**config.mk**
```make
export PLATFORM = sky130hd
export DESIGN_NAME = fetch_pc_ctrl_flat
export DESIGN_NICKNAME = d
export VERILOG_FILES = /design/src/rtl/fetch_pc_pkg.sv /design/src/rtl/fetch_pc_ctrl_if.sv /design/src/rtl/fetch_skid_buffer.sv /design/src/rtl/fetch_pc_ctrl.sv /design/src/flat_wrapper.sv
export SDC_FILE = /design/constraint.sdc
export NUM_CORES = 1
export LEC_CHECK = 0
export CAP_MARGIN = 0
export CORE_MARGIN = 4
export CORE_UTILIZATION = 45
export CTS_CLUSTER_SIZE = 40
export DETAILED_ROUTE_END_ITERATION = 12
export GPL_TIMING_DRIVEN = 1
export HOLD_SLACK_MARGIN = 0.02
export PLACE_DENSITY = 0.75
export SYNTH_ARGS = -nofsm -noshare
export SYNTH_HDL_FRONTEND = slang
export SYNTH_SLANG_ARGS = --single-unit
```
**constraint.sdc**
```tcl
create_clock -name clk -period 10.5 [get_ports clk]
set_clock_uncertainty 0.05 [all_clocks]
set_input_delay 1.05 -clock clk [delete_from_list [all_inputs] [get_ports clk]]
set_output_delay 1.05 -clock clk [all_outputs]
set_load 0.005 [all_outputs]
```
**src/rtl/fetch_pc_pkg.sv**
```systemverilog
// Shared types and constants for the fetch PC controller.
package fetch_pc_pkg;

    typedef enum logic [1:0] {
        FETCH   = 2'd0,
        WAIT    = 2'd1,
        DISCARD = 2'd2,
        HALT    = 2'd3
    } fetch_state_e;

    typedef enum logic [1:0] {
        NONE = 2'd0,
        TRAP = 2'd1,
        EX   = 2'd2,
        ID   = 2'd3
    } redir_src_e;

    localparam int PC_STEP    = 4;
    localparam int STAT_WIDTH = 32;

    function automatic logic [STAT_WIDTH-1:0] sat_inc(input logic [STAT_WIDTH-1:0] v);
        return (&v) ? v : v + STAT_WIDTH'(1);
    endfunction

endpackage

```
**src/rtl/fetch_pc_ctrl_if.sv**
```systemverilog
// Instruction-memory fetch port between fetch_pc_ctrl (master) and memory (slave).
// Handshake: a request is accepted in a cycle with imem_req_o && imem_gnt_i; its
// response is a single imem_rvalid_i cycle carrying imem_rdata_i, with no back-pressure.
interface fetch_pc_ctrl_if #(
    parameter int DATA_WIDTH = 32
);
    logic                  imem_req_o;
    logic [DATA_WIDTH-1:0] imem_addr_o;
    logic                  imem_gnt_i;
    logic                  imem_rvalid_i;
    logic [DATA_WIDTH-1:0] imem_rdata_i;

    modport master (
        output imem_req_o, imem_addr_o,
        input  imem_gnt_i, imem_rvalid_i, imem_rdata_i
    );

    modport slave (
        input  imem_req_o, imem_addr_o,
        output imem_gnt_i, imem_rvalid_i, imem_rdata_i
    );
endinterface

```
**src/rtl/fetch_skid_buffer.sv**
```systemverilog
// One-entry {pc, instr} holding register; clear beats load, load beats drain.
module fetch_skid_buffer #(
    parameter int DATA_WIDTH = 32
) (
    input  logic                  clk,
    input  logic                  rst,
    input  logic                  load_i,
    input  logic                  drain_i,
    input  logic                  clear_i,
    input  logic [DATA_WIDTH-1:0] pc_i,
    input  logic [DATA_WIDTH-1:0] instr_i,
    output logic                  valid_o,
    output logic [DATA_WIDTH-1:0] pc_o,
    output logic [DATA_WIDTH-1:0] instr_o
);
    logic                  valid_q, valid_d;
    logic [DATA_WIDTH-1:0] pc_q, pc_d;
    logic [DATA_WIDTH-1:0] instr_q, instr_d;

    always_comb begin
        valid_d = valid_q;
        pc_d    = pc_q;
        instr_d = instr_q;
        if (clear_i) begin
            valid_d = 1'b0;
        end else if (load_i) begin
            valid_d = 1'b1;
            pc_d    = pc_i;
            instr_d = instr_i;
        end else if (drain_i) begin
            valid_d = 1'b0;
        end
    end

    always_ff @(posedge clk or posedge rst) begin
        if (rst) begin
            valid_q <= 1'b0;
            pc_q    <= '0;
            instr_q <= '0;
        end else begin
            valid_q <= valid_d;
            pc_q    <= pc_d;
            instr_q <= instr_d;
        end
    end

    assign valid_o = valid_q;
    assign pc_o    = pc_q;
    assign instr_o = instr_q;
endmodule

```
**src/rtl/fetch_pc_ctrl.sv**
```systemverilog
// PC sequencer and fetch-port controller with redirect arbitration and stall skid buffer.
// Define FETCH_PC_CTRL_STATS_EN to add saturating redirect/discard/stall counters.
module fetch_pc_ctrl
    import fetch_pc_pkg::*;
#(
    parameter int                    DATA_WIDTH = 32,
    parameter logic [DATA_WIDTH-1:0] RESET_PC   = '0,
    parameter logic [DATA_WIDTH-1:0] PC_LIMIT   = 'h1000
) (
    input  logic                  clk,
    input  logic                  rst,
    input  logic                  stall_i,
    input  logic                  trap_i,
    input  logic [DATA_WIDTH-1:0] trap_vec_i,
    input  logic                  ex_redirect_i,
    input  logic [DATA_WIDTH-1:0] ex_target_i,
    input  logic                  id_jump_i,
    input  logic [DATA_WIDTH-1:0] id_target_i,
    fetch_pc_ctrl_if.master       imem,
    output logic                  if_valid_o,
    output logic [DATA_WIDTH-1:0] if_pc_o,
    output logic [DATA_WIDTH-1:0] if_instr_o,
    output logic                  flush_o,
    output logic                  halt_o,
    output logic [DATA_WIDTH-1:0] pc_o,
    output fetch_state_e          state_o
`ifdef FETCH_PC_CTRL_STATS_EN
    ,
    output logic [STAT_WIDTH-1:0] stat_redirects_o,
    output logic [STAT_WIDTH-1:0] stat_discards_o,
    output logic [STAT_WIDTH-1:0] stat_stall_cycles_o
`endif
);
    fetch_state_e          state_q, state_d;
    logic [DATA_WIDTH-1:0] pc_q, pc_d, fetch_pc_q, fetch_pc_d;
    logic                  if_valid_q, if_valid_d, flush_q, flush_d, halt_q, halt_d;
    logic [DATA_WIDTH-1:0] if_pc_q, if_pc_d, if_instr_q, if_instr_d;

    redir_src_e            redir_src;
    logic [DATA_WIDTH-1:0] redir_target, pc_inc;
    logic                  imem_req, resp_drop;
    logic                  skid_load, skid_drain, skid_clear, skid_valid;
    logic [DATA_WIDTH-1:0] skid_pc, skid_instr;

    function automatic logic pc_ok(input logic [DATA_WIDTH-1:0] a);
        return (a <= PC_LIMIT) && (a[1:0] == 2'b00);
    endfunction

    assign pc_inc   = pc_q + DATA_WIDTH'(PC_STEP);
    assign imem_req = (state_q == FETCH) && !skid_valid && !rst;

    // Once halt is pending no redirect may revive the fetch stream.
    always_comb begin
        redir_src    = NONE;
        redir_target = '0;
        if (state_q != HALT && !halt_q) begin
            if (trap_i) begin
                redir_src    = TRAP;
                redir_target = trap_vec_i;
            end else if (ex_redirect_i) begin
                redir_src    = EX;
                redir_target = ex_target_i;
            end else if (id_jump_i) begin
                redir_src    = ID;
                redir_target = id_target_i;
            end
        end
    end

    always_comb begin
        state_d    = state_q;
        pc_d       = pc_q;
        fetch_pc_d = fetch_pc_q;
        if_valid_d = if_valid_q;
        if_pc_d    = if_pc_q;
        if_instr_d = if_instr_q;
        flush_d    = 1'b0;
        halt_d     = halt_q;
        skid_load  = 1'b0;
        skid_drain = 1'b0;
        skid_clear = 1'b0;
        resp_drop  = 1'b0;

        if (!stall_i) begin
            if (skid_valid) begin
                if_valid_d = 1'b1;
                if_pc_d    = skid_pc;
                if_instr_d = skid_instr;
                skid_drain = 1'b1;
            end else begin
                if_valid_d = 1'b0;
            end
        end

        case (state_q)
            FETCH: begin
                if (imem_req && imem.imem_gnt_i) begin
                    fetch_pc_d = pc_q;
                    state_d    = WAIT;
                    if (pc_ok(pc_inc)) pc_d = pc_inc;
                    else               halt_d = 1'b1;
                end
            end
            WAIT: begin
                if (imem.imem_rvalid_i) begin
                    if (!stall_i || !if_valid_q) begin
                        if_valid_d = 1'b1;
                        if_pc_d    = fetch_pc_q;
                        if_instr_d = imem.imem_rdata_i;
                    end else begin
                        skid_load = 1'b1;
                    end
                    state_d = halt_q ? HALT : FETCH;
                end
            end
            DISCARD: begin
                if (imem.imem_rvalid_i) begin
                    resp_drop = 1'b1;
                    state_d   = FETCH;
                end
            end
            default: ;
        endcase

        // A redirect discards everything younger and decides the next state itself.
        if (redir_src != NONE) begin
            flush_d    = 1'b1;
            if_valid_d = 1'b0;
            skid_clear = 1'b1;
            skid_load  = 1'b0;
            halt_d     = halt_q;
            pc_d       = pc_q;
            if (state_q == WAIT && imem.imem_rvalid_i) resp_drop = 1'b1;
            if (!pc_ok(redir_target)) begin
                halt_d  = 1'b1;
                state_d = HALT;
            end else begin
                pc_d = redir_target;
                case (state_q)
                    FETCH:   state_d = (imem_req && imem.imem_gnt_i) ? DISCARD : FETCH;
                    WAIT,
                    DISCARD: state_d = imem.imem_rvalid_i ? FETCH : DISCARD;
                    default: state_d = state_q;
                endcase
            end
        end
    end

    always_ff @(posedge clk or posedge rst) begin
        if (rst) begin
            state_q    <= FETCH;
            pc_q       <= RESET_PC;
            fetch_pc_q <= '0;
            if_valid_q <= 1'b0;
            if_pc_q    <= '0;
            if_instr_q <= '0;
            flush_q    <= 1'b0;
            halt_q     <= 1'b0;
        end else begin
            state_q    <= state_d;
            pc_q       <= pc_d;
            fetch_pc_q <= fetch_pc_d;
            if_valid_q <= if_valid_d;
            if_pc_q    <= if_pc_d;
            if_instr_q <= if_instr_d;
            flush_q    <= flush_d;
            halt_q     <= halt_d;
        end
    end

    fetch_skid_buffer #(.DATA_WIDTH(DATA_WIDTH)) u_skid (
        .clk     (clk),
        .rst     (rst),
        .load_i  (skid_load),
        .drain_i (skid_drain),
        .clear_i (skid_clear),
        .pc_i    (fetch_pc_q),
        .instr_i (imem.imem_rdata_i),
        .valid_o (skid_valid),
        .pc_o    (skid_pc),
        .instr_o (skid_instr)
    );

    assign imem.imem_req_o  = imem_req;
    assign imem.imem_addr_o = pc_q;
    assign if_valid_o       = if_valid_q;
    assign if_pc_o          = if_pc_q;
    assign if_instr_o       = if_instr_q;
    assign flush_o          = flush_q;
    assign halt_o           = halt_q;
    assign pc_o             = pc_q;
    assign state_o          = state_q;

`ifdef FETCH_PC_CTRL_STATS_EN
    logic [STAT_WIDTH-1:0] stat_redir_q, stat_redir_d;
    logic [STAT_WIDTH-1:0] stat_disc_q, stat_disc_d;
    logic [STAT_WIDTH-1:0] stat_stall_q, stat_stall_d;

    always_comb begin
        stat_redir_d = stat_redir_q;
        stat_disc_d  = stat_disc_q;
        stat_stall_d = stat_stall_q;
        if (redir_src != NONE)     stat_redir_d = sat_inc(stat_redir_q);
        if (resp_drop)             stat_disc_d  = sat_inc(stat_disc_q);
        if (stall_i && if_valid_q) stat_stall_d = sat_inc(stat_stall_q);
    end

    always_ff @(posedge clk or posedge rst) begin
        if (rst) begin
            stat_redir_q <= '0;
            stat_disc_q  <= '0;
            stat_stall_q <= '0;
        end else begin
            stat_redir_q <= stat_redir_d;
            stat_disc_q  <= stat_disc_d;
            stat_stall_q <= stat_stall_d;
        end
    end

    assign stat_redirects_o    = stat_redir_q;
    assign stat_discards_o     = stat_disc_q;
    assign stat_stall_cycles_o = stat_stall_q;
`else
    logic unused_drop;
    assign unused_drop = resp_drop;
`endif
endmodule
```
**src/flat_wrapper.sv**
```systemverilog
// flat-port wrapper written by rule: the top's interface ports become plain ports
module fetch_pc_ctrl_flat import fetch_pc_pkg::*;
#(
    parameter int                    DATA_WIDTH = 32,
    parameter logic [DATA_WIDTH-1:0] RESET_PC   = '0,
    parameter logic [DATA_WIDTH-1:0] PC_LIMIT   = 'h1000
)
  (clk, rst, stall_i, trap_i, trap_vec_i, ex_redirect_i, ex_target_i, id_jump_i, id_target_i, if_valid_o, if_pc_o, if_instr_o, flush_o, halt_o, pc_o, state_o, imem_imem_req_o, imem_imem_addr_o, imem_imem_gnt_i, imem_imem_rvalid_i, imem_imem_rdata_i);
  fetch_pc_ctrl_if #(.DATA_WIDTH(DATA_WIDTH)) imem_i ();
  input  logic clk;
  input  logic rst;
  input  logic stall_i;
  input  logic trap_i;
  input  logic [DATA_WIDTH-1:0] trap_vec_i;
  input  logic ex_redirect_i;
  input  logic [DATA_WIDTH-1:0] ex_target_i;
  input  logic id_jump_i;
  input  logic [DATA_WIDTH-1:0] id_target_i;
  output logic if_valid_o;
  output logic [DATA_WIDTH-1:0] if_pc_o;
  output logic [DATA_WIDTH-1:0] if_instr_o;
  output logic flush_o;
  output logic halt_o;
  output logic [DATA_WIDTH-1:0] pc_o;
  output fetch_state_e state_o;
  output wire logic [$bits(imem_i.imem_req_o)-1:0] imem_imem_req_o;
  output wire logic [$bits(imem_i.imem_addr_o)-1:0] imem_imem_addr_o;
  input wire logic [$bits(imem_i.imem_gnt_i)-1:0] imem_imem_gnt_i;
  input wire logic [$bits(imem_i.imem_rvalid_i)-1:0] imem_imem_rvalid_i;
  input wire logic [$bits(imem_i.imem_rdata_i)-1:0] imem_imem_rdata_i;
  assign imem_imem_req_o = imem_i.imem_req_o;
  assign imem_imem_addr_o = imem_i.imem_addr_o;
  assign imem_i.imem_gnt_i = imem_imem_gnt_i;
  assign imem_i.imem_rvalid_i = imem_imem_rvalid_i;
  assign imem_i.imem_rdata_i = imem_imem_rdata_i;
  fetch_pc_ctrl #(.DATA_WIDTH(DATA_WIDTH), .RESET_PC(RESET_PC), .PC_LIMIT(PC_LIMIT)) u_core (.clk(clk), .rst(rst), .stall_i(stall_i), .trap_i(trap_i), .trap_vec_i(trap_vec_i), .ex_redirect_i(ex_redirect_i), .ex_target_i(ex_target_i), .id_jump_i(id_jump_i), .id_target_i(id_target_i), .imem(imem_i), .if_valid_o(if_valid_o), .if_pc_o(if_pc_o), .if_instr_o(if_instr_o), .flush_o(flush_o), .halt_o(halt_o), .pc_o(pc_o), .state_o(state_o));
endmodule
```
==> results of run 1 <==
-- cell usage after synthesis (3+ instances only) --
cell / instances
sky130_fd_sc_hd__nand3_1: 15
sky130_fd_sc_hd__buf_1: 8
sky130_fd_sc_hd__buf_2: 6
sky130_fd_sc_hd__mux2_2: 65
sky130_fd_sc_hd__nor2_1: 25
sky130_fd_sc_hd__a21boi_0: 19
sky130_fd_sc_hd__or2_2: 4
sky130_fd_sc_hd__a31oi_1: 9
sky130_fd_sc_hd__a41oi_1: 4
sky130_fd_sc_hd__nor3_1: 13
sky130_fd_sc_hd__nand3b_1: 6
sky130_fd_sc_hd__nor4b_1: 3
sky130_fd_sc_hd__o31ai_1: 4
sky130_fd_sc_hd__or3_1: 9
sky130_fd_sc_hd__or4_1: 6
sky130_fd_sc_hd__nor3b_1: 7
sky130_fd_sc_hd__nor4_1: 8
sky130_fd_sc_hd__dfrtp_1: 198
sky130_fd_sc_hd__o211ai_1: 4
sky130_fd_sc_hd__mux2i_1: 67
sky130_fd_sc_hd__nand4_1: 16
sky130_fd_sc_hd__nor2b_1: 8
sky130_fd_sc_hd__nand2_1: 181
sky130_fd_sc_hd__clkbuf_1: 44
sky130_fd_sc_hd__o21a_1: 3
sky130_fd_sc_hd__o21ai_0: 93
sky130_fd_sc_hd__and4_1: 6
sky130_fd_sc_hd__ha_1: 6
sky130_fd_sc_hd__nand2b_1: 5
sky130_fd_sc_hd__o22ai_1: 4
sky130_fd_sc_hd__a21oi_1: 20
sky130_fd_sc_hd__a221o_1: 3
sky130_fd_sc_hd__inv_1: 10
sky130_fd_sc_hd__and3_1: 4
sky130_fd_sc_hd__a211o_1: 5
sky130_fd_sc_hd__buf_4: 35
sky130_fd_sc_hd__xnor2_1: 6
sky130_fd_sc_hd__and2_1: 7
-- cells by family (layout without fill, tap and decap cells) --
logic type / after synthesis / in the layout
xor gates and xnor gates: 7 / 7
AOI/OAI and AO/OA: 197 / 197
muxes: 132 / 132
adders and majority gates: 6 / 6
DFF: 198 / 198
and+or+nand+nor: 328 / 328
buffers and inverters: 104 / 318
-- final cells by class --
class                      instances  area (um^2)
sequential                       198         4955
inverter                          10        45.04
timing repair buffer             276         2745
tap                              275        344.1
multi-input combinational        670         4397
clock buffer                      17        425.4
fill                            1769         8160
clock inverter                    15        215.2
-- metal layers --
metal	wire (um)	share of wire [%]	track usage, %	vias to the layer above
met5	0	0	0	-
met4	749	2.8	8.087	0
met3	1740	6.4	4.383	36
met2	13270	49	36.05	325
met1	11280	42	28.26	3879
li1	-	-	-	3828
-- worst max path at each step --
stage | endpoint
after floorplan | u_core.fetch_pc_q[0]
after global placement | u_core.imem.imem_addr_o[27]
final | u_core.imem.imem_addr_o[25]
after global routing | u_core.u_skid.instr_o[15]
after detailed placement | u_core.imem.imem_addr_o[25]
after CTS | u_core.imem.imem_addr_o[12]
-- where the power goes --
group	leakage, nW	internal [mW]	switching [mW]
sequential	2.61	0.912	0.0905
combinational	2.48	0.330	0.272
clock	0.309	0.405	0.294
total	5.40	1.65	0.657
-- worst register-to-register path, cell delays in order (launching register included) --
cell,delay (ns)
sky130_fd_sc_hd__dfrtp_1,0.65
sky130_fd_sc_hd__ha_1,0.40
sky130_fd_sc_hd__nand4_2,0.24
sky130_fd_sc_hd__nor4_4,0.48
sky130_fd_sc_hd__nand3_1,0.14
sky130_fd_sc_hd__a211oi_2,0.19
sky130_fd_sc_hd__o22ai_1,0.13
sky130_fd_sc_hd__or4_1,0.80
sky130_fd_sc_hd__o21ai_0,0.26
sky130_fd_sc_hd__buf_4,0.24
sky130_fd_sc_hd__a21boi_0,0.12
-- sequential cells by signal, summed over array words and instances, names as in the netlist --
register                 flops
u_core.halt_o                1
u_core.if_pc_o              32
u_core.state_o               2
u_core.if_instr_o           32
u_core.imem.imem_addr_o     32
u_core.u_skid.valid_o        1
u_core.u_skid.instr_o       32
u_core.u_skid.pc_o          32
u_core.flush_o               1
u_core.fetch_pc_q           32
u_core.if_valid_o            1
==> summary.log, run 1 <==
INFO  critical_path  timing.critical_path.from_type=primary input
INFO  cts            cts_hold_buffers=0
INFO  critical_path  rr_endpoint=u_core.imem.imem_addr_o[25]
INFO  cts            post-cts-setup-buffers=0
INFO  floorplan      boundary_pins=270
INFO  timing         totalNegativeSetupSlack=0ns
INFO  timing         max-slew-margin-rel=24.52%
INFO  placement      routabilityCongestion=0.9202
INFO  synthesis      synth_top_cells_by_area=sky130_fd_sc_hd__dfrtp_1, sky130_fd_sc_hd__mux2_2, sky130_fd_sc_hd__nand2_1
INFO  grt            antenna_violations_before_repair=0
INFO  synthesis      synthesis.yosys.warnings=0
INFO  cts            clock_sinks=198
INFO  placement      port-buffer-count=269
INFO  layout         drive_gt1_share=9.949%
INFO  synthesis      synth-seq-area-share=50.26%
INFO  placement      post-place-ws=5.930ns
INFO  cts            cts_buffers=17
INFO  critical_path  endpoint_kind=register
INFO  layout         design.final.nets=1315
INFO  cts            clock_pin_slew_reported_for_the_worst_setup_and_hold_paths_after_clock_tree_synthesis=0.07ns
INFO  timing         slew_viol_final=0
INFO  critical_path  worst_path_largest_cell_delay=0.80ns
INFO  outcome        outcome=completed
INFO  grt            global_route_wire_length_before_repair=42.31mm
INFO  cts            worst_skew_pair.late_latency=0.43ns
INFO  power          vdd_drop_max=0.00009806V
INFO  floorplan      core.rowCount=53
INFO  critical_path  worst-r2r-setup-slack=6.65ns
INFO  layout         layout.cells.most_common=sky130_fd_sc_hd__clkdlybuf4s50_1
INFO  synthesis      muxShareOfSynthArea=14.23%
INFO  drt            remaining_routing_drc_violations=0
INFO  timing         setup-violations-final=0
INFO  placement      place.detailed.hpwl=19.20mm
INFO  drt            num_vias=8068
INFO  cts            clock_tree_buf_depth=2
INFO  layout         diodes=0
INFO  placement      dpl_cell_area=12490um^2
INFO  critical_path  crit_family=simple AND/OR/NAND/NOR gates
INFO  synthesis      synth-adder-area-share=0.7615%
INFO  synthesis      synth_enable_flop_cells=0
INFO  synthesis      postSynthCellCount=972
INFO  power          power.total=2.305mW
INFO  critical_path  slowest_stage_cell_crit_path=sky130_fd_sc_hd__or4_1
INFO  power          p_leak=5.399nW
INFO  critical_path  cp_cell_sequence=clkdlybuf4s50_1 > nor3_1 > nand2b_1 > nand2_1 > a21oi_1 > nand3_1 > or4_1 > o21ai_0 > buf_4 > a21boi_0
INFO  timing         worst_slew_pin_slew=1.132ns
INFO  critical_path  r2r.worst_path.cells=10
INFO  synthesis      async_reset_ff_share=100.0%
INFO  timing         final_hold_slack=0.4489ns
INFO  layout         final_core_utilization=61.66%
INFO  grt            globalRouteTotalUtil=21.73%
INFO  drt            route.antenna.remaining_nets=0
INFO  synthesis      synth_cell_area=9858um^2
INFO  cts            tritoncts=done
INFO  min_path       min_to=u_core.fetch_pc_q[17]
INFO  floorplan      fp.dieW=156.0um
INFO  cts            cts-htree-levels=4
INFO  min_path       hp-start=u_core.fetch_pc_q[17]
INFO  run            max-cap-violations=0
INFO  critical_path  r2r-start=u_core.imem.imem_addr_o[3]
INFO  grt            grt_start_max_net_pins=149
INFO  floorplan      die-area=24340um^2
INFO  timing         period_share=39.65%
INFO  synthesis      synth-main-ff-cell=sky130_fd_sc_hd__dfrtp_1
INFO  synthesis      netlist.area_leader.share=50.26%
INFO  synthesis      synth_simple_gate_area_share=16.14%
INFO  critical_path  cp.depth=10
INFO  drt            viasPerCell=5.522
INFO  synthesis      synth_cell_types=67
INFO  timing         hold_violations=0
INFO  layout         synthToLayoutAreaGrowth=33.15%
INFO  grt            final_global_route_overflow_total=0
INFO  timing         unrepaired_setup_endpoints_after_global_routing=false
INFO  synthesis      synth_compound_gate_area_share=12.60%
INFO  timing         postLayoutSetupSlackWorst=6.337ns
INFO  min_path       worst_hold_path_type=reg -> reg
INFO  placement      placed_cells=1429
INFO  critical_path  critical_path.startpoint=ex_redirect_i
INFO  cts            post_cts.resized_instances=0
INFO  synthesis      post_synth.cell_area_avg=10.14um^2
INFO  critical_path  worst-setup-path-type=in -> reg
INFO  drt            routed_wirelength=27.03mm
INFO  drt            drt_iter0_drc=683
INFO  floorplan      effective_utilization_at_floorplan=46.31%
INFO  synthesis      yosys.area_share.xor_xnor=0.6219%
INFO  critical_path  worst-path-max-fanout=27
INFO  drt            drt-wirelength-per-cell=18.50um
INFO  floorplan      floorplan.die.height=156.0um
INFO  synthesis      synth_top_family_by_area=simple AND/OR/NAND/NOR gates
INFO  power          pwr_density_cell=175.6nW/um^2
INFO  critical_path  path_buf_inv=2
INFO  critical_path  critical_path_arrival=4.38ns
INFO  floorplan      core=21290um^2
INFO  timing         layout_min_cycle_time=4.163ns
INFO  synthesis      number_of_nets_produced_by_synthesis=1114
INFO  cts            cts_root_buffer=sky130_fd_sc_hd__clkbuf_16
INFO  layout         postLayoutCellArea=13130um^2
INFO  critical_path  worst-endpoint-required=10.72ns
INFO  layout         final-instance-count-excl-fill=1461
INFO  min_path       worstHoldPathCells=2
INFO  layout         layout_common_cells=sky130_fd_sc_hd__clkdlybuf4s50_1, sky130_fd_sc_hd__dfrtp_1, sky130_fd_sc_hd__nand2_1
INFO  timing         max_freq=240.2MHz
INFO  drt            drt_pre_antenna_iters=5
INFO  grt            grt_pass1_vias=7870
INFO  synthesis      library_cell_occupying_the_most_area_in_the_post_synthesis_netlist=sky130_fd_sc_hd__dfrtp_1
INFO  synthesis      yosys_register_bits=198
No activity file was read; power rests on OpenSTA's default activity.
==> run 2: changes to the inputs <==
==> constraint.sdc (replaced) <==
create_clock -name clk -period 4.4 [get_ports clk]
set_clock_uncertainty 0.05 [all_clocks]
set_input_delay 0.44 -clock clk [delete_from_list [all_inputs] [get_ports clk]]
set_output_delay 0.44 -clock clk [all_outputs]
set_load 0.005 [all_outputs]
==> run 2 against run 1 <==
First-iteration DRC count down 12%. Die area unchanged. Flip-flop and latch count unchanged. Worst setup slack worse by 5.6 ns. Cell count up 0.68%. Register-to-register slack worse by 5.9 ns. Wire length up 2.2%. Largest cell class unchanged. Highest routed layer unchanged.
==> summary.log, run 2 (synthesized netlist as in run 1, its figures left out) <==
INFO  timing         hold_violations=0 [unchanged]
INFO  timing         slew_viol_final=0 [unchanged]
INFO  floorplan      core.rowCount=53 [unchanged]
INFO  layout         design.final.nets=1325 [was 1315]
INFO  timing         max_freq=271.9MHz
INFO  timing         setup-violations-final=0 [unchanged]
INFO  layout         diodes=0 [unchanged]
INFO  floorplan      boundary_pins=270 [unchanged]
INFO  grt            final_global_route_overflow_total=0 [unchanged]
INFO  power          vdd_drop_max=0.0002365V [was 0.00009806 V]
INFO  critical_path  worst-setup-path-type=reg -> reg [was in -> reg]
INFO  critical_path  worst-path-max-fanout=11 [was 27]
INFO  cts            post-cts-setup-buffers=0 [unchanged]
INFO  critical_path  r2r-start=u_core.imem.imem_addr_o[3] [unchanged]
INFO  critical_path  r2r.worst_path.cells=9 [was 10]
INFO  cts            clock_pin_slew_reported_for_the_worst_setup_and_hold_paths_after_clock_tree_synthesis=0.08ns [was 0.07 ns]
INFO  cts            cts_hold_buffers=0 [unchanged]
INFO  placement      routabilityCongestion=0.9081 [was 0.9202]
INFO  floorplan      fp.dieW=156.0um [unchanged]
INFO  placement      place.detailed.hpwl=19.88mm [was 19.20 mm]
INFO  cts            cts-htree-levels=4 [unchanged]
INFO  drt            drt_pre_antenna_iters=5 [unchanged]
INFO  grt            global_route_wire_length_before_repair=43.86mm [was 42.31 mm]
INFO  power          pwr_density_cell=413.3nW/um^2 [was 175.6 nW/um^2]
INFO  layout         synthToLayoutAreaGrowth=34.37% [was 33.15%]
INFO  cts            tritoncts=done [unchanged]
INFO  grt            grt_start_max_net_pins=139 [was 149]
INFO  layout         layout.cells.most_common=sky130_fd_sc_hd__clkdlybuf4s50_1 [unchanged]
INFO  grt            globalRouteTotalUtil=22.47% [was 21.73%]
INFO  critical_path  critical_path_arrival=4.01ns [was 4.38 ns]
INFO  critical_path  rr_endpoint=u_core.imem.imem_addr_o[12] [was u_core.imem.imem_addr_o[25]]
INFO  timing         layout_min_cycle_time=3.677ns
INFO  placement      port-buffer-count=269 [unchanged]
INFO  min_path       worst_hold_path_type=in -> async [was reg -> reg]
INFO  critical_path  timing.critical_path.from_type=register [was primary input]
INFO  cts            post_cts.resized_instances=0 [unchanged]
INFO  cts            worst_skew_pair.late_latency=0.44ns [was 0.43 ns]
INFO  drt            routed_wirelength=27.63mm [was 27.03 mm]
INFO  cts            clock_tree_buf_depth=2 [unchanged]
INFO  timing         max-slew-margin-rel=19.28% [was 24.52%]
INFO  critical_path  worst-r2r-setup-slack=0.72ns [was 6.65 ns]
INFO  floorplan      core=21290um^2 [unchanged]
INFO  drt            drt-wirelength-per-cell=18.78um [was 18.50 um]
INFO  drt            viasPerCell=5.515 [was 5.522]
INFO  floorplan      floorplan.die.height=156.0um [unchanged]
INFO  floorplan      effective_utilization_at_floorplan=46.31% [unchanged]
INFO  grt            antenna_violations_before_repair=0 [unchanged]
INFO  drt            num_vias=8112 [was 8068]
INFO  outcome        outcome=completed [unchanged]
INFO  grt            grt_pass1_vias=8209 [was 7870]
INFO  timing         unrepaired_setup_endpoints_after_global_routing=false [unchanged]
INFO  cts            clock_sinks=198 [unchanged]
INFO  layout         drive_gt1_share=10.70% [was 9.949%]
INFO  floorplan      die-area=24340um^2 [unchanged]
INFO  timing         worst_slew_pin_slew=1.195ns [was 1.132 ns]
INFO  drt            drt_iter0_drc=599 [was 683]
INFO  power          p_leak=5.452nW [was 5.399 nW]
INFO  critical_path  worst-endpoint-required=4.73ns [was 10.72 ns]
INFO  run            max-cap-violations=0 [unchanged]
INFO  layout         filler_cell_count_in_the_final_layout=1722 [was 1769]
INFO  critical_path  endpoint_kind=register [unchanged]
INFO  drt            remaining_routing_drc_violations=0 [unchanged]
INFO  drt            route.antenna.remaining_nets=0 [unchanged]
INFO  timing         period_share=83.58%
INFO  cts            cts_buffers=17 [unchanged]
INFO  timing         final_hold_slack=0.3501ns [was 0.4489 ns]
INFO  cts            cts_root_buffer=sky130_fd_sc_hd__clkbuf_16 [unchanged]
INFO  layout         layout_common_cells=sky130_fd_sc_hd__clkdlybuf4s50_1, sky130_fd_sc_hd__dfrtp_1, sky130_fd_sc_hd__nand2_1 [unchanged]
INFO  timing         totalNegativeSetupSlack=0ns [unchanged]
run 2: per-stage QoR:
stage          std cells  power [mW]  worst slack, ns  util, %  cell area (um^2)
6_report            1471       5.475           0.7225    62.23             13250
4_1_cts             1471       5.529           0.7192    62.23             13250
2_1_floorplan        972       3.177            1.326        -              9862
3_3_place_gp        1439       3.845           0.8345    59.23             12610
5_1_grt             1471       5.776           0.4582    62.23             13250
3_5_place_dp        1439       3.897           0.7416    59.23             12610
run 2: layer usage:
layer	vias up	routed length [um]	track usage, %
met3	39	1724	4.300
li1	3853	-	-
met5	-	0	0
met4	0	775	8.670
met1	3915	11710	28.98
met2	305	13420	37.61
run 2: worst max-delay path: stages, from the launching register on:
cell,delay (ns)
sky130_fd_sc_hd__dfrtp_1,0.54
sky130_fd_sc_hd__ha_1,0.34
sky130_fd_sc_hd__nand4_2,0.22
sky130_fd_sc_hd__nor4_4,0.47
sky130_fd_sc_hd__nand3_1,0.16
sky130_fd_sc_hd__a211oi_2,0.22
sky130_fd_sc_hd__o22ai_1,0.11
sky130_fd_sc_hd__o41ai_1,1.07
sky130_fd_sc_hd__and4_1,0.33
sky130_fd_sc_hd__a31o_1,0.10
run 2: cell type report:
class                      instances  area [um^2]  share of cell area, %
clock buffer                      18        439.2                  3.315
clock inverter                    14        200.2                  1.511
inverter                          10        41.29                 0.3117
multi-input combinational        670         4397                  33.19
sequential                       198         4955                  37.40
tap                              275        344.1                  2.598
timing repair buffer             286         2870                  21.67
run 2: where the power goes:
group | internal, mW | total [mW] | switching, mW
Clock | 0.844 | 1.62 | 0.780
Sequential | 2.17 | 2.39 | 0.211
Combinational | 0.806 | 1.47 | 0.659
Total | 3.82 | 5.48 | 1.65
run 2: worst max-delay path by stage:
stage,from,endpoint,slack [ns],depth (start not counted)
2_1_floorplan,u_core.imem.imem_addr_o[3],u_core.imem.imem_addr_o[3],1.33,11
3_3_place_gp,id_jump_i,u_core.imem.imem_addr_o[12],0.83,9
3_5_place_dp,u_core.imem.imem_addr_o[3],u_core.imem.imem_addr_o[27],0.74,10
4_1_cts,u_core.imem.imem_addr_o[3],u_core.imem.imem_addr_o[27],0.72,10
5_1_grt,u_core.imem.imem_addr_o[3],u_core.imem.imem_addr_o[12],0.46,9
6_report,u_core.imem.imem_addr_o[3],u_core.imem.imem_addr_o[12],0.72,9
==> run 3: changes to the inputs <==
==> constraint.sdc (replaced) <==
create_clock -name clk -period 3.4 [get_ports clk]
set_clock_uncertainty 0.05 [all_clocks]
set_input_delay 0.34 -clock clk [delete_from_list [all_inputs] [get_ports clk]]
set_output_delay 0.34 -clock clk [all_outputs]
set_load 0.005 [all_outputs]
==> run 3 against run 2 <==
Wire length shrank 1.7%. Largest cell class unchanged. Count of clock-buffer cells in the layout down 1. Critical path type unchanged. Cell area up 0.86%. Non-clock buffer count rose by 19. Combinational power rose by 31%.
==> summary.log, run 3 (synthesized netlist as in run 1, its figures left out) <==
INFO  timing         hold_violations=0 [unchanged]
INFO  cts            post-cts-setup-buffers=0 [unchanged]
INFO  power          p_comb_share=27.2% [was 26.8%]
INFO  layout         drive_gt1_share=12.10% [was 10.70%]
INFO  critical_path  r2r-start=u_core.imem.imem_addr_o[2] [was u_core.imem.imem_addr_o[3]]
INFO  drt            drt_iter0_drc=500 [was 599]
INFO  floorplan      core=21290um^2 [unchanged]
INFO  timing         totalNegativeSetupSlack=0ns [unchanged]
INFO  critical_path  worst_path_largest_cell_delay=0.55ns [was 1.07 ns]
INFO  layout         postLayoutCellArea=13360um^2 [was 13250 um^2]
INFO  timing         max_freq=318.4MHz [was 271.9 MHz]
INFO  power          seqPwrFrac=43.5% [was 43.6%]
INFO  critical_path  critical_path_arrival=3.41ns [was 4.01 ns]
INFO  critical_path  endpoint_kind=register [unchanged]
INFO  critical_path  worst-path-max-fanout=6 [was 11]
INFO  placement      routabilityCongestion=0.8861 [was 0.9081]
INFO  critical_path  timing.critical_path.from_type=register [unchanged]
INFO  cts            tritoncts=done [unchanged]
INFO  run            max-cap-violations=0 [unchanged]
INFO  drt            viasPerCell=5.440 [was 5.515]
INFO  critical_path  r2r.worst_path.cells=9 [unchanged]
INFO  cts            clock_pin_slew_reported_for_the_worst_setup_and_hold_paths_after_clock_tree_synthesis=0.08ns [about the same]
INFO  layout         layout.cells.most_common=sky130_fd_sc_hd__clkdlybuf4s50_1 [unchanged]
INFO  power          switchingPower=2.086mW [was 1.650 mW]
INFO  critical_path  crit_family=simple AND/OR/NAND/NOR gates [was compound AO/OA/AOI/OAI gates]
INFO  drt            route.antenna.remaining_nets=0 [unchanged]
INFO  critical_path  cp.depth=9 [unchanged]
INFO  drt            routed_wirelength=27.17mm [was 27.63 mm]
INFO  cts            clock_tree_buf_depth=2 [unchanged]
INFO  timing         layout_min_cycle_time=3.141ns [was 3.677 ns]
INFO  power          clockPowerShare=29.4% [was 29.7%]
INFO  power          vdd_drop_max=0.0002905V [was 0.0002365 V]
INFO  critical_path  worst-endpoint-required=3.67ns [was 4.73 ns]
INFO  power          pwr_density_cell=529.4nW/um^2 [was 413.3 nW/um^2]
INFO  floorplan      floorplan.die.height=156.0um [unchanged]
INFO  grt            global_route_wire_length_before_repair=43.13mm [was 43.86 mm]
INFO  critical_path  worst-setup-path-type=reg -> reg [unchanged]
INFO  floorplan      boundary_pins=270 [unchanged]
INFO  timing         period_share=92.38% [was 83.58%]
INFO  cts            cts-htree-levels=4 [unchanged]
INFO  floorplan      die-area=24340um^2 [unchanged]
INFO  cts            worst_skew_pair.late_latency=0.43ns [was 0.44 ns]
INFO  timing         worst_slew_pin_slew=0.8921ns [was 1.195 ns]
INFO  outcome        outcome=completed [unchanged]
INFO  critical_path  cp_cell_sequence=ha_1 > nand4_2 > nor4_4 > nand3_1 > a211oi_2 > o22ai_1 > or4_1 > or3_1 > a31o_1 [was ha_1 > nand4_2 > nor4_4 > nand3_1 > a211oi_2 > o22ai_1 > o41ai_1 > and4_1 > a31o_1]
INFO  layout         layout_common_cells=sky130_fd_sc_hd__clkdlybuf4s50_1, sky130_fd_sc_hd__dfrtp_1, sky130_fd_sc_hd__nand2_1 [unchanged]
INFO  floorplan      fp.dieW=156.0um [unchanged]
INFO  grt            grt_start_max_net_pins=161 [was 139]
INFO  power          internal_power_component=4.987mW [was 3.825 mW]
INFO  timing         slew_viol_final=0 [unchanged]
INFO  drt            drt_pre_antenna_iters=5 [unchanged]
INFO  critical_path  critical_path.startpoint=u_core.imem.imem_addr_o[2] [was u_core.imem.imem_addr_o[3]]
INFO  floorplan      effective_utilization_at_floorplan=46.31% [unchanged]
INFO  layout         diodes=0 [unchanged]
INFO  drt            drt-wirelength-per-cell=18.23um [was 18.78 um]
INFO  grt            globalRouteTotalUtil=22.12% [was 22.47%]
INFO  timing         setup-violations-final=0 [unchanged]
INFO  timing         max-slew-margin-rel=40.52% [was 19.28%]
INFO  drt            num_vias=8106 [was 8112]
INFO  placement      place.detailed.hpwl=19.63mm [was 19.88 mm]
INFO  grt            grt_pass1_vias=8230 [was 8209]
INFO  min_path       worst_hold_path_type=in -> async [unchanged]
INFO  cts            post_cts.resized_instances=0 [unchanged]
INFO  cts            cts_buffers=17 [unchanged]
INFO  cts            cts_root_buffer=sky130_fd_sc_hd__clkbuf_16 [unchanged]
INFO  critical_path  slowest_stage_cell_crit_path=sky130_fd_sc_hd__or4_1 [was sky130_fd_sc_hd__o41ai_1]
INFO  grt            final_global_route_overflow_total=0 [unchanged]
INFO  power          p_leak=5.547nW [was 5.452 nW]
INFO  floorplan      core.rowCount=53 [unchanged]
INFO  power          switching_share=29.49% [was 30.14%]
INFO  timing         unrepaired_setup_endpoints_after_global_routing=false [unchanged]
INFO  layout         design.final.nets=1344 [was 1325]
INFO  drt            remaining_routing_drc_violations=0 [unchanged]
INFO  layout         synthToLayoutAreaGrowth=35.52% [was 34.37%]
INFO  grt            antenna_violations_before_repair=0 [unchanged]
INFO  placement      port-buffer-count=269 [unchanged]
INFO  cts            cts_hold_buffers=0 [unchanged]
INFO  placement      dpl_cell_area=12750um^2 [was 12610 um^2]
INFO  critical_path  path_buf_inv=0 [unchanged]
INFO  cts            clock_sinks=198 [unchanged]
run 3: through the flow:
stage                     power [mW]  std cells  setup WS (ns)  hold slack (ns)  util (%)
after floorplan                4.112        972         0.3261           0.4068         -
after global placement         4.981       1458         0.1720           0.4295     59.90
after detailed placement       5.058       1458         0.1404           0.4330     59.90
after CTS                      7.136       1490         0.2490           0.4214     62.76
after global routing           7.488       1490        0.01844           0.4475     62.76
final                          7.073       1490         0.2591           0.4084     62.76
run 3: area by class of cell:
type	count	area [um^2]
clock inverter	15	185.2
sequential	198	4955
inverter	10	41.29
fill	1718	7926
timing repair buffer	305	3013
tap	275	344.1
multi-input combinational	670	4397
clock buffer	17	425.4
run 3: path summary, 6_finish.rpt:
path                                                to  slack [ns]
max reg2reg                u_core.imem.imem_addr_o[12]        0.26
max in group asynchronous        u_core.if_instr_o[28]        2.15
min                                     u_core.flush_o        0.41
min in group clk                  u_core.if_instr_o[0]        0.44
max                        u_core.imem.imem_addr_o[12]        0.26
min reg2reg                          u_core.if_pc_o[6]        0.45
run 3: per-layer routing:
| layer | share of wire [%] | global-route usage [%] |
|---|---|---|
| met4 | 2.0 | 6.253 |
| met5 | 0 | 0 |
| met3 | 6.4 | 4.411 |
| met1 | 42 | 28.80 |
| met2 | 50 | 37.67 |
run 3: power by group through the flow:
stage	Sequential, mW	Clock, mW	Combinational (mW)
2_1_floorplan	3.08	0	1.03
3_3_place_gp	3.10	0	1.88
3_5_place_dp	3.12	0	1.94
4_1_cts	3.08	2.11	1.95
5_1_grt	3.13	2.23	2.13
6_report	3.08	2.08	1.92
run 3: worst reg2reg max path, stage by stage, from the launching register on:
cell	delay, ns
sky130_fd_sc_hd__dfrtp_1	0.41
sky130_fd_sc_hd__ha_1	0.30
sky130_fd_sc_hd__nand4_2	0.23
sky130_fd_sc_hd__nor4_4	0.45
sky130_fd_sc_hd__nand3_1	0.14
sky130_fd_sc_hd__a211oi_2	0.19
sky130_fd_sc_hd__o22ai_1	0.12
sky130_fd_sc_hd__or4_1	0.55
sky130_fd_sc_hd__or3_1	0.37
sky130_fd_sc_hd__a31o_1	0.23
